**src/rtl/uart_led_pkg.sv**
```systemverilog
// Shared constants and types for the UART-LED display path.
//   CHAR_BLANK  : character shown on unused digits (ASCII space)
//   ANODE_OFF   : all four active-low anodes released
//   NUM_DIGITS  : digits in the multiplexed display
//   BUF_DEPTH   : entries in the circular message buffer
//   scan_state_t: phase inside one digit slot (all-off blanking, then drive)
package uart_led_pkg;

  localparam logic [7:0] CHAR_BLANK = 8'h20;
  localparam logic [3:0] ANODE_OFF  = 4'b1111;
  localparam int         NUM_DIGITS = 4;
  localparam int         BUF_DEPTH  = 16;

  typedef enum logic {
    BLANK,
    DRIVE
  } scan_state_t;

endpackage

```
**src/rtl/msg_buffer.sv**
```systemverilog
// 16x8 message storage: one synchronous write port, one combinational
// read port. Contents are data only and are not reset; the owner tracks
// which entries are valid.
//   clock : system clock
//   we    : write enable
//   waddr : write index
//   wdata : byte to store
//   raddr : read index
//   rdata : byte at raddr (combinational)
module msg_buffer
  import uart_led_pkg::*;
(
  input  logic       clock,
  input  logic       we,
  input  logic [3:0] waddr,
  input  logic [7:0] wdata,
  input  logic [3:0] raddr,
  output logic [7:0] rdata
);

  logic [7:0] mem [BUF_DEPTH];

  always_ff @(posedge clock) begin
    if (we) mem[waddr] <= wdata;
  end

  assign rdata = mem[raddr];

endmodule

```
**src/rtl/uart_display_scheduler.sv**
```systemverilog
// Drives a 4-digit multiplexed LED display from received UART bytes.
// Bytes land in a 16-entry circular buffer (oldest entry overwritten when
// full); the four anodes are scanned with a blanking gap at the start of
// every slot, and messages longer than four characters scroll as a marquee.
//   clock, reset     : system clock, asynchronous active-low reset
//   rx_data/valid/error : received byte, strobe, and error qualifier
//   clear            : synchronous buffer/flag clear (wins over a write)
//   scroll_en        : enables marquee scrolling
//   anode            : active-low digit enables, anode[3] = leftmost digit
//   char_out         : character for the digit in its slot
//   char_valid       : high while an anode is driven
//   buf_count        : stored characters, 0..16
//   overflow         : sticky, a write hit a full buffer
//   error_flag       : sticky, a byte arrived with rx_error set
module uart_display_scheduler #(
  parameter int SCAN_DIV   = 16,
  parameter int BLANK      = 2,
  parameter int SCROLL_DIV = 256
) (
  input  logic       clock,
  input  logic       reset,
  input  logic [7:0] rx_data,
  input  logic       rx_valid,
  input  logic       rx_error,
  input  logic       clear,
  input  logic       scroll_en,
  output logic [3:0] anode,
  output logic [7:0] char_out,
  output logic       char_valid,
  output logic [4:0] buf_count,
  output logic       overflow,
  output logic       error_flag
);
  import uart_led_pkg::*;

  localparam logic [15:0] PSC_LAST    = 16'(SCAN_DIV - 1);
  localparam logic [15:0] BLANK_W     = 16'(BLANK);
  localparam logic [15:0] SCROLL_LAST = 16'(SCROLL_DIV - 1);

  logic [3:0]  wr_ptr, rd_ptr;
  logic [4:0]  count;
  logic        full, we;
  logic [15:0] psc, psc_nxt;
  logic [1:0]  digit, digit_nxt;
  logic [15:0] frame_cnt, frame_nxt;
  logic [4:0]  offset, offset_nxt;
  scan_state_t state, state_nxt;
  logic        slot_wrap, frame_wrap, scroll_act;
  logic [3:0]  anode_nxt;
  logic        char_valid_nxt;
  logic [4:0]  sel_sum;
  logic [3:0]  sel_idx, rd_addr;
  logic [7:0]  rd_data, char_nxt;

  assign full      = (count == 5'(BUF_DEPTH));
  assign we        = rx_valid && !rx_error && !clear;
  assign buf_count = count;

  msg_buffer u_buf (
    .clock (clock),
    .we    (we),
    .waddr (wr_ptr),
    .wdata (rx_data),
    .raddr (rd_addr),
    .rdata (rd_data)
  );

  // Write path: pointers, occupancy and sticky flags
  always_ff @(posedge clock or negedge reset) begin
    if (!reset) begin
      wr_ptr     <= '0;
      rd_ptr     <= '0;
      count      <= '0;
      overflow   <= 1'b0;
      error_flag <= 1'b0;
    end else if (clear) begin
      wr_ptr     <= '0;
      rd_ptr     <= '0;
      count      <= '0;
      overflow   <= 1'b0;
      error_flag <= 1'b0;
    end else if (rx_valid) begin
      if (rx_error) begin
        error_flag <= 1'b1;
      end else begin
        wr_ptr <= wr_ptr + 4'd1;
        if (full) begin
          rd_ptr   <= rd_ptr + 4'd1;
          overflow <= 1'b1;
        end else begin
          count <= count + 5'd1;
        end
      end
    end
  end

  // Next scan position, phase, marquee offset and the character to latch
  always_comb begin
    slot_wrap  = (psc == PSC_LAST);
    frame_wrap = slot_wrap && (digit == 2'd3);
    psc_nxt    = slot_wrap ? '0 : psc + 16'd1;
    digit_nxt  = slot_wrap ? digit + 2'd1 : digit;
    state_nxt  = (psc_nxt < BLANK_W) ? uart_led_pkg::BLANK : uart_led_pkg::DRIVE;

    anode_nxt      = ANODE_OFF;
    char_valid_nxt = 1'b0;
    if (state_nxt == uart_led_pkg::DRIVE) begin
      anode_nxt      = ~(4'b1000 >> digit_nxt);
      char_valid_nxt = 1'b1;
    end

    scroll_act = scroll_en && (count > 5'(NUM_DIGITS));
    frame_nxt  = frame_cnt;
    offset_nxt = offset;
    if (!scroll_act) begin
      frame_nxt  = '0;
      offset_nxt = '0;
    end else if (frame_wrap) begin
      if (frame_cnt == SCROLL_LAST) begin
        frame_nxt  = '0;
        offset_nxt = (offset + 5'd1 == count) ? '0 : offset + 5'd1;
      end else begin
        frame_nxt = frame_cnt + 16'd1;
      end
    end
    if (clear) offset_nxt = '0;

    // offset < count and digit <= 3, so one conditional subtract suffices
    // whenever the digit is actually populated. The next offset is used so
    // a scroll step shows up at the slot-0 start right after the wrap.
    sel_sum  = offset_nxt + {3'b000, digit_nxt};
    sel_idx  = (sel_sum >= count) ? 4'(sel_sum - count) : sel_sum[3:0];
    rd_addr  = rd_ptr + sel_idx;
    char_nxt = ({3'b000, digit_nxt} < count) ? rd_data : CHAR_BLANK;
  end

  // Scan registers: outputs always agree with the registered prescaler
  always_ff @(posedge clock or negedge reset) begin
    if (!reset) begin
      psc        <= '0;
      digit      <= '0;
      state      <= uart_led_pkg::BLANK;
      frame_cnt  <= '0;
      offset     <= '0;
      anode      <= ANODE_OFF;
      char_valid <= 1'b0;
      char_out   <= CHAR_BLANK;
    end else begin
      psc        <= psc_nxt;
      digit      <= digit_nxt;
      state      <= state_nxt;
      frame_cnt  <= frame_nxt;
      offset     <= offset_nxt;
      anode      <= anode_nxt;
      char_valid <= char_valid_nxt;
      if (slot_wrap) char_out <= char_nxt;
    end
  end

endmodule
```
**config.mk**
```make
export PLATFORM = sky130hd
export DESIGN_NAME = uart_display_scheduler
export DESIGN_NICKNAME = d
export VERILOG_FILES = /design/src/rtl/uart_led_pkg.sv /design/src/rtl/msg_buffer.sv /design/src/rtl/uart_display_scheduler.sv
export SDC_FILE = /design/constraint.sdc
export NUM_CORES = 1
export LEC_CHECK = 0
export ABC_AREA = 1
export CORE_AREA = 2 2 129 131
export DETAILED_ROUTE_END_ITERATION = 16
export DIE_AREA = 0 0 131 133
export PLACE_DENSITY = 0.8
export SLEW_MARGIN = 20
export SYNTH_ARGS = -nofsm -noshare
export SYNTH_HDL_FRONTEND = slang
export SYNTH_HIERARCHICAL = 1
export SYNTH_SLANG_ARGS = --single-unit
```
**constraint.sdc**
```tcl
create_clock -name clock -period 7.4 [get_ports clock]
set_input_delay 0.74 -clock clock [delete_from_list [all_inputs] [get_ports clock]]
set_output_delay 0.74 -clock clock [all_outputs]
set_load 0.1 [all_outputs]
```
==> out/metrics.yaml <==
status: "complete, no violations"
grt_pass1_vias: 6746
start_util_pct: 59.68
arrival_ps: 6940
dp_hpwl_um: 13990
grt_pass1_wl_um: 33840
vias: 7100
die_h_um: 133
ys.flop_type: "edfxtp_1"
dieWidth_um: 131
dr.pass1.iters: 6
synth_edf_count: 128
use_met2_pct: 39.93
io_buffers: 33
crit_top_cell: "inv_1"
reg2reg_depth: 34
drt_iter0_drc: 779
p_leak_nw: 4.776
place.gp.congestion: 0.9483
synth.most_common_cell: "nand2_1"
rsz0062_at_grt: "no"
postSynthCellCount: 1055
period_needed_ps: 6581
area_delta_synth_final_pct: 10.71
fp.dieArea_sq_um: 17420
yosys-top-cells-area: "edfxtp_1 (40%), dfrtp_1 (16%), nand2_1 (11%)"
diodes: 0
ys_ff_latch: 195
finalClockSkew_ps: 12.12
slowest_delay_ps: 510
post_cts_buffers: 0
finalMaxSlewViolations: 0
async_flop_share_pct: 34.36
ys_warn_count: 6
wl_per_cell_um: 15.80
htreeDepth: 4
grt_use_met1_pct: 36.06
synth_top_area_share_pct: 39.82
startpoint_type: "flop"
slew_headroom_pct: 30.99
drtAntennaViolNets: 0
cts-buffers-inserted: 17
synth_area_sq_um: 9652
multi_input_area_sq_um: 3241
layout-drive-gt1-share_pct: 7.384
cts-resized-gates: 0
ys_top_cells_by_count: "nand2_1 (293), inv_1 (175), nand3_1 (138)"
grt-busiest-layer: "met2"
fmax_mhz: 152.0
drc: 0
num_rows: 47
hp-class: "input pin to asynchronous set/reset pin"
syn_avg_cell_area_sq_um: 9.149
grt_max_degree: 68
setup_viol: 0
ir_worst_vdd_mv: 0.2313
register_area_sq_um: 5527
core_sq_um: 16170
yosys.area.top_type: "edfxtp_1"
cts_root_buf: "clkbuf_16"
path_class: "flop to flop"
pwr_density_cell_nw_per_um2: 212.1
worstPathRequired_ps: 7760
tightest_slew_ps: 1032
cts-hold-fix-buffers: 0
nFillCells: 1248
cts_tree: "done"
dp_cells: 1286
finalWirelength_um: 20810
fin_crit_sh_pct: 88.93
ys_seq_area_share_pct: 57.26
yosysUniqueCellTypes: 52
track_usage_pct: 25.39
clk_pin_slew_ps: 80
nNetsFinal: 1122
grt_antenna_before_repair: 0
critPathCaptureType: "flop"
via_per_inst: 5.391
worstPathMaxFanout: 17
critPathSlowestCell: "dfrtp_1"
clockBufferDepth: 2
grt.overflow.total: 0
fin_cells: 1317
drv_cap: 0
use_met3_pct: 4.933
hold_viol: 0
clk_latency_ps: 430
fin_setup_tns_ps: 0
clock-sinks: 195
synthesis.nets: 1092
pin_count: 34
==> cell type report <==
| type | instances | area share, % |
|---|---|---|
| clock buffer | 18 | 4.016 |
| clock inverter | 13 | 1.323 |
| inverter | 186 | 6.569 |
| multi-input combinational | 646 | 30.33 |
| sequential | 195 | 51.72 |
| tap | 220 | 2.576 |
| timing repair buffer | 39 | 3.466 |
==> cell usage in the layout (no fill, tap or decap), drive strengths merged, types with 2 or more instances in the layout <==
cell type and instances:
a21oi 19, buf 7, clkbuf 18, clkdlybuf4s50 32, clkinv 7, dfrtp 62, dfstp 5, edfxtp 128
fa 3, ha 20, inv 192, nand2 297, nand3 142, nand3b 2, nand4 11, nor2 69
nor3 13, nor4 2, o21a 4, o21ai 26, o22ai 4, or2 5, xnor2 5, xor2 13
==> worst max-delay path, delay by kind of cell (launching register included) <==
kind / cells / cell delay (ps)
xor+xnor: 2 / 320
compound gates: 7 / 1420
flops: 1 / 510
simple gates: 11 / 1430
fa+ha+maj: 5 / 1510
buf+inv: 9 / 1310
==> metrics by stage <==
step | hold WS [ps] | util (%) | total power [mW] | worst slack [ps] | instance area, sq um
2_1_floorplan | 444.4 | - | 1.337 | 1166 | 9652
3_3_place_gp | 467.7 | 62.55 | 1.396 | 1052 | 10110
3_5_place_dp | 478.9 | 62.55 | 1.401 | 839.2 | 10110
4_1_cts | 498.7 | 66.07 | 2.277 | 902.3 | 10690
5_1_grt | 524.5 | 66.07 | 2.342 | 201.1 | 10690
6_report | 489.6 | 66.07 | 2.266 | 819.4 | 10690
==> registers in the layout (all words and copies together), names as in the netlist, 2 cells and up <==
register	flops
wr_ptr	4
frame_cnt	16
psc	16
anode	4
char_out	8
digit	2
u_buf/mem	128
offset	5
rd_ptr	4
buf_count	5
==> worst paths after layout <==
path / from / to / slack (ps)
worst max register to register: buf_count[1]$_DFFE_PN0P_ / char_out[5]$_DFFE_PN1N_ / 820
worst min-delay path: reset / psc[10]$_DFF_PN0_ / 490
worst min register to register: overflow$_DFFE_PN0P_ / overflow$_DFFE_PN0P_ / 490
max in group asynchronous: reset / rd_ptr[1]$_DFFE_PN0P_ / 6350
worst max-delay path: buf_count[1]$_DFFE_PN0P_ / char_out[5]$_DFFE_PN1N_ / 820
min in group clock: overflow$_DFFE_PN0P_ / overflow$_DFFE_PN0P_ / 490
==> power by group <==
| part | switching (mW) | total (mW) | internal, mW |
|---|---|---|---|
| Combinational | 0.143 | 0.194 | 0.0508 |
| Sequential | 0.0128 | 1.19 | 1.18 |
| Clock | 0.435 | 0.884 | 0.449 |
==> cell families (layout without fill, tap and decap cells) <==
logic type,count (synthesis),in the layout,share of synthesized area (%)
buf+inv,214,256,9.191
fa+ha+maj,23,23,3.215
flops,195,195,57.26
xor+xnor,18,18,1.633
compound gates,63,63,3.928
simple gates,542,542,24.77
==> routing by layer <==
| layer | up-vias | wire length (um) |
|---|---|---|
| li1 | 3460 | - |
| met1 | 3347 | 8926 |
| met2 | 262 | 10020 |
| met3 | 31 | 1455 |
| met4 | 0 | 410 |
| met5 | - | 0 |
Note: power is estimated with default switching activity, not from simulation.
